<file path="config.mk">
export PLATFORM = sky130hd
export DESIGN_NAME = pipeline_ctrl
export DESIGN_NICKNAME = d
export VERILOG_FILES = /design/src/rtl/pipeline_ctrl.sv
export SDC_FILE = /design/constraint.sdc
export NUM_CORES = 1
export LEC_CHECK = 0
export CAP_MARGIN = 10
export CORE_UTILIZATION = 42
export DETAILED_ROUTE_END_ITERATION = 16
export PLACE_DENSITY = 0.91
export SLEW_MARGIN = 10
export SYNTH_ARGS = -nofsm -noshare
export SYNTH_HDL_FRONTEND = slang
export SYNTH_SLANG_ARGS = --single-unit
</file>
<file path="constraint.sdc">
create_clock -name aclk -period 2.3 [get_ports aclk]
set_input_delay 0.575 -clock aclk [delete_from_list [all_inputs] [get_ports aclk]]
set_output_delay 0.575 -clock aclk [all_outputs]
set_load 0.01 [all_outputs]
</file>
<file path="src/rtl/pipeline_ctrl.sv">
// Stall/flush sequencer for the IF/ID/EX/MEM/WB pipeline: per-stage ready_go and
// flush, PC redirect selection, multi-cycle unit handshake and a stall-cycle counter.
module pipeline_ctrl #(
  parameter int REG_W     = 5,
  parameter int FLUSH_CYC = 1,
  parameter int CNT_W     = 32
) (
  input  logic             aclk,
  input  logic             aresetn,
  input  logic [4:0]       stage_valid,
  input  logic             if_inst_ok,
  input  logic [REG_W-1:0] id_rj,
  input  logic [REG_W-1:0] id_rk,
  input  logic             id_rj_used,
  input  logic             id_rk_used,
  input  logic             ex_is_load,
  input  logic [REG_W-1:0] ex_rd,
  input  logic             ex_mc_req,
  input  logic             mc_done,
  input  logic             ex_br_taken,
  input  logic             mem_wait,
  input  logic             mem_data_ok,
  input  logic             wb_exc,
  input  logic             wb_ertn,
  output logic [4:0]       ready_go,
  output logic [4:0]       flush,
  output logic             redirect,
  output logic [1:0]       redirect_src,
  output logic             mc_start,
  output logic             mc_abort,
  output logic [1:0]       ctrl_state,
  output logic [CNT_W-1:0] stall_cnt
);

  localparam logic [1:0] ST_RUN     = 2'b00;
  localparam logic [1:0] ST_MC_WAIT = 2'b01;
  localparam logic [1:0] ST_DRAIN   = 2'b10;

  localparam int DCW = (FLUSH_CYC < 2) ? 1 : $clog2(FLUSH_CYC + 1);
  localparam logic [DCW-1:0] DRAIN_LOAD = DCW'(FLUSH_CYC);
  localparam logic [DCW-1:0] DRAIN_ONE  = DCW'(1);

  logic [1:0]       state_q, state_d;
  logic [DCW-1:0]   drain_q, drain_d;
  logic [CNT_W-1:0] stall_q, stall_d;

  logic       loaduse, exc_evt, br_evt, mc_req_run, mc_start_w, stall_hit;
  logic [4:0] rg_w;

  always_comb begin
    loaduse = stage_valid[2] & ex_is_load & (ex_rd != '0) & stage_valid[1] &
              ((id_rj_used & (id_rj == ex_rd)) | (id_rk_used & (id_rk == ex_rd)));
    mc_req_run = (state_q == ST_RUN) & stage_valid[2] & ex_mc_req;

    rg_w[0] = if_inst_ok;
    rg_w[1] = ~loaduse;
    rg_w[2] = ~((state_q == ST_MC_WAIT) & ~mc_done) & ~mc_req_run;
    rg_w[3] = ~(mem_wait & ~mem_data_ok);
    rg_w[4] = 1'b1;

    exc_evt    = stage_valid[4] & (wb_exc | wb_ertn);
    br_evt     = stage_valid[2] & ex_br_taken & rg_w[2] & ~exc_evt;
    mc_start_w = mc_req_run & ~exc_evt;
    stall_hit  = |(stage_valid[3:0] & ~rg_w[3:0]);
  end

  // Event outputs are purely combinational; reset forces the quiescent/flush-all pattern.
  always_comb begin
    ready_go     = rg_w;
    flush        = 5'b00000;
    redirect     = 1'b0;
    redirect_src = 2'b00;
    mc_start     = mc_start_w;
    mc_abort     = exc_evt & ((state_q == ST_MC_WAIT) | mc_start_w);
    if (exc_evt) begin
      flush        = 5'b01111;
      redirect     = 1'b1;
      redirect_src = wb_exc ? 2'b10 : 2'b11;
    end else if (br_evt) begin
      flush        = 5'b00011;
      redirect     = 1'b1;
      redirect_src = 2'b01;
    end
    if (state_q == ST_DRAIN) flush[0] = 1'b1;
    if (!aresetn) begin
      ready_go     = 5'b00000;
      flush        = 5'b11111;
      redirect     = 1'b0;
      redirect_src = 2'b00;
      mc_start     = 1'b0;
      mc_abort     = 1'b0;
    end
  end

  always_comb begin
    state_d = state_q;
    drain_d = drain_q;
    stall_d = (stall_hit && (stall_q != '1)) ? stall_q + 1'b1 : stall_q;
    if (exc_evt) begin
      state_d = ST_DRAIN;
      drain_d = DRAIN_LOAD;
    end else begin
      case (state_q)
        ST_RUN:     if (mc_start_w) state_d = ST_MC_WAIT;
        ST_MC_WAIT: if (mc_done) state_d = ST_RUN;
        ST_DRAIN: begin
          if (drain_q == DRAIN_ONE) begin
            state_d = ST_RUN;
            drain_d = '0;
          end else begin
            drain_d = drain_q - DRAIN_ONE;
          end
        end
        default:    state_d = ST_RUN;
      endcase
    end
  end

  always_ff @(posedge aclk or negedge aresetn) begin
    if (!aresetn) begin
      state_q <= ST_RUN;
      drain_q <= '0;
      stall_q <= '0;
    end else begin
      state_q <= state_d;
      drain_q <= drain_d;
      stall_q <= stall_d;
    end
  end

  assign ctrl_state = state_q;
  assign stall_cnt  = stall_q;

endmodule

</file>
==> flow_summary.toml <==
[sta]
max_slew_margin_pct = 80.7
hold_slack_ns = 0.307
fin_crit_sh_pct = 97.5
post-route-min-period_ns = 2.24
clock_skew_ns = 0.00429
max_freq_ghz = 0.446
setup_viol = 0
worstMarginPinSlew_ns = 0.289
final.setup.tns_ns = 0
fin_ws_ns = 0.0571
slew_viol_final = 0
rsz0062_at_grt = "false"
final_hold_viol_count = 0

[final_layout]
syn_to_final_growth_pct = 63.3
seqCellArea_um2 = 877
n_antenna_cell = 0
layout_common_cells = "clkdlybuf4s50_1 (47), xnor2_1 (36), dfrtp_1 (34)"
multi_input_comb_area_um2 = 1060
fin_area_um2 = 3130
final_common_cell = "clkdlybuf4s50_1"
finalNonFillerCells = 338
fin_util_pct = 71.4
drive_gt1_share_pct = 20.3
finalNetCount = 319
fillers = 309

[global_routing]
antenna_found_initial = 0
grt_pass1_vias = 1812
track_usage_pct = 23.0
grt_max_degree = 24
grt_pass1_wl_um = 8660
overflow = 0

[power_and_ir_drop]
power_frac_seq_pct = 41.7
p_leak_nw = 1.45
peakVddDrop_uv = 508
p_sw_share_pct = 28.4
totalPowerFinal_mw = 1.80
p_switching_mw = 0.510
p_per_area_nw_per_um2 = 573
combPwrFrac_pct = 31.0
power.share.clock_pct = 27.2
power.internal_mw = 1.29

[die]
ioPinCount = 82
dieHeight_um = 69.6
num_rows = 24
fp.dieArea_um2 = 4840
core-area_um2 = 4380
die_width_um = 69.6
start_util_pct = 43.7

[logic_synthesis]
ys_seq_area_share_pct = 45.7
ys_seq_elements = 35
syn_area_um2 = 1920
synth_cell_types = 30
netlist_instances = 183
synthesis.nets = 217
synth_warnings = 0
syn_area_per_cell_um2 = 10.5

[hold_path]
hold_path_class = "in2async"

[drt]
ant_nets = 0
wl_um = 5390
drc = 0
routedWlPerCell_um = 15.9
dr.pass1.iters = 4
viasPerCell = 5.29
vias = 1787
drt_iter0_markers = 58

[place]
pre_cts_ws_ns = -0.582
hpwl_um = 3720
placed_area_um2 = 2850
post-place-cells = 325
globalplace.congestion = 0.761
portBuffers = 81

[clock_tree]
numCtsBuffers = 5
cts_root_buf = "clkbuf_8"
h-tree-depth = 2
cts.clk_slew.worst_paths_ns = 0.07
postCtsHoldBufs = 0
cts_sinks = 35
clk_latency_ns = 0.29
cts.path.max_buffers = 2
cts_tree = "done"

[job]
maxCapViolCount = 0

[critical_path]
end_kind = "output pin"
cp.required_ns = 1.73
rrSetupSlack_ns = 0.16
startpoint_type = "primary input"
r2r_cells = 8
path_class = "in2out"
path_max_fanout = 3
reg2reg_from = "stall_cnt[0]$_DFFE_PN0P_"
worstPathArrival_ns = 1.67
startpoint = "wb_ertn"

[run_status]
outcome = "finished, final reports clean"
[kinds of logic (layout without fill, tap and decap cells)]
group	after synthesis	count (layout)	share of synthesized area [%]
buffers and inverters	12	115	4.70
muxes	1	1	0.783
AOI/OAI and AO/OA	15	15	5.61
xor gates and xnor gates	41	41	18.7
DFF	35	35	45.7
and+or+nand+nor	78	78	23.8
adders and majority gates	1	1	0.653
[state kept, by name, summed over array words and instances (netlist names)]
signal / flops
ctrl_state: 2
stall_cnt: 32
drain_q: 1
[cells in the mapped netlist]
master	instances	area, um2
nand4_1	16	100
buf_6	5	56.3
a21o_1	2	15.0
nor3_1	3	15.0
a21boi_0	1	7.51
o22ai_1	1	6.26
nor4b_1	1	8.76
clkbuf_1	1	3.75
a31oi_4	1	21.3
nand2_1	10	37.5
xnor2_1	38	333
and2_1	3	18.8
nor2b_1	2	12.5
nor2_1	7	26.3
xor2_1	3	26.3
nand3b_1	1	7.51
and4_1	7	61.3
mux2_4	1	15.0
and3_4	2	22.5
buf_4	2	15.0
a21oi_1	5	25.0
dfrtp_1	35	876
nand3_1	13	65.1
nand2b_1	5	31.3
a221o_1	1	10.0
o21ai_0	3	15.0
o21bai_1	1	7.51
ha_1	1	12.5
inv_1	4	15.0
and3_1	8	50.1
[worst paths after layout]
check / end
min: stall_cnt[3]$_DFFE_PN0P_
min reg2reg: drain_q$_DFFE_PN0P_
max: flush[0]
min in group aclk: drain_q$_DFFE_PN0P_
max in group asynchronous: stall_cnt[14]$_DFFE_PN0P_
max reg2reg: stall_cnt[16]$_DFFE_PN0P_
[metal layers]
metal  vias to the layer above  track usage (%)  share of wire, %
li1                        851                -                 -
met1                       853             28.2                42
met2                        77             39.2                51
met3                         6             5.81               6.7
met4                         0             7.71               1.0
met5                         -                0                 0
[power by group through the flow]
stage / clock network (mW) / logic, mW / registers (mW)
floorplan: 0 / 0.181 / 0.779
global placement: 0 / 0.481 / 0.754
detailed placement: 0 / 0.498 / 0.757
CTS: 0.496 / 0.534 / 0.751
global route: 0.517 / 0.597 / 0.758
finish: 0.488 / 0.557 / 0.749
[critical path, stage by stage]
cell             delay, ns
clkdlybuf4s50_1       0.41
o21ai_2               0.16
nand2_2               0.09
o21bai_4              0.18
nand2b_4              0.14
buf_6                 0.12
[layout make-up]
class | instances | share of cell area, %
clock buffer | 8 | 3.20
inverter | 4 | 0.480
tap | 52 | 2.08
timing repair buffer | 103 | 32.4
sequential | 35 | 28.0
multi-input combinational | 136 | 33.9
[repair_timing]
| item | 4_1_cts | 5_1_grt |
|---|---|---|
| setup endpoints to repair | 35 | 27 |
| buffers inserted | 3 | 1 |
| pin swaps | 10 | 14 |
| gates cloned | 2 | 0 |
| gates resized for setup | 58 | 25 |
No activity file was read; power rests on OpenSTA's default activity.
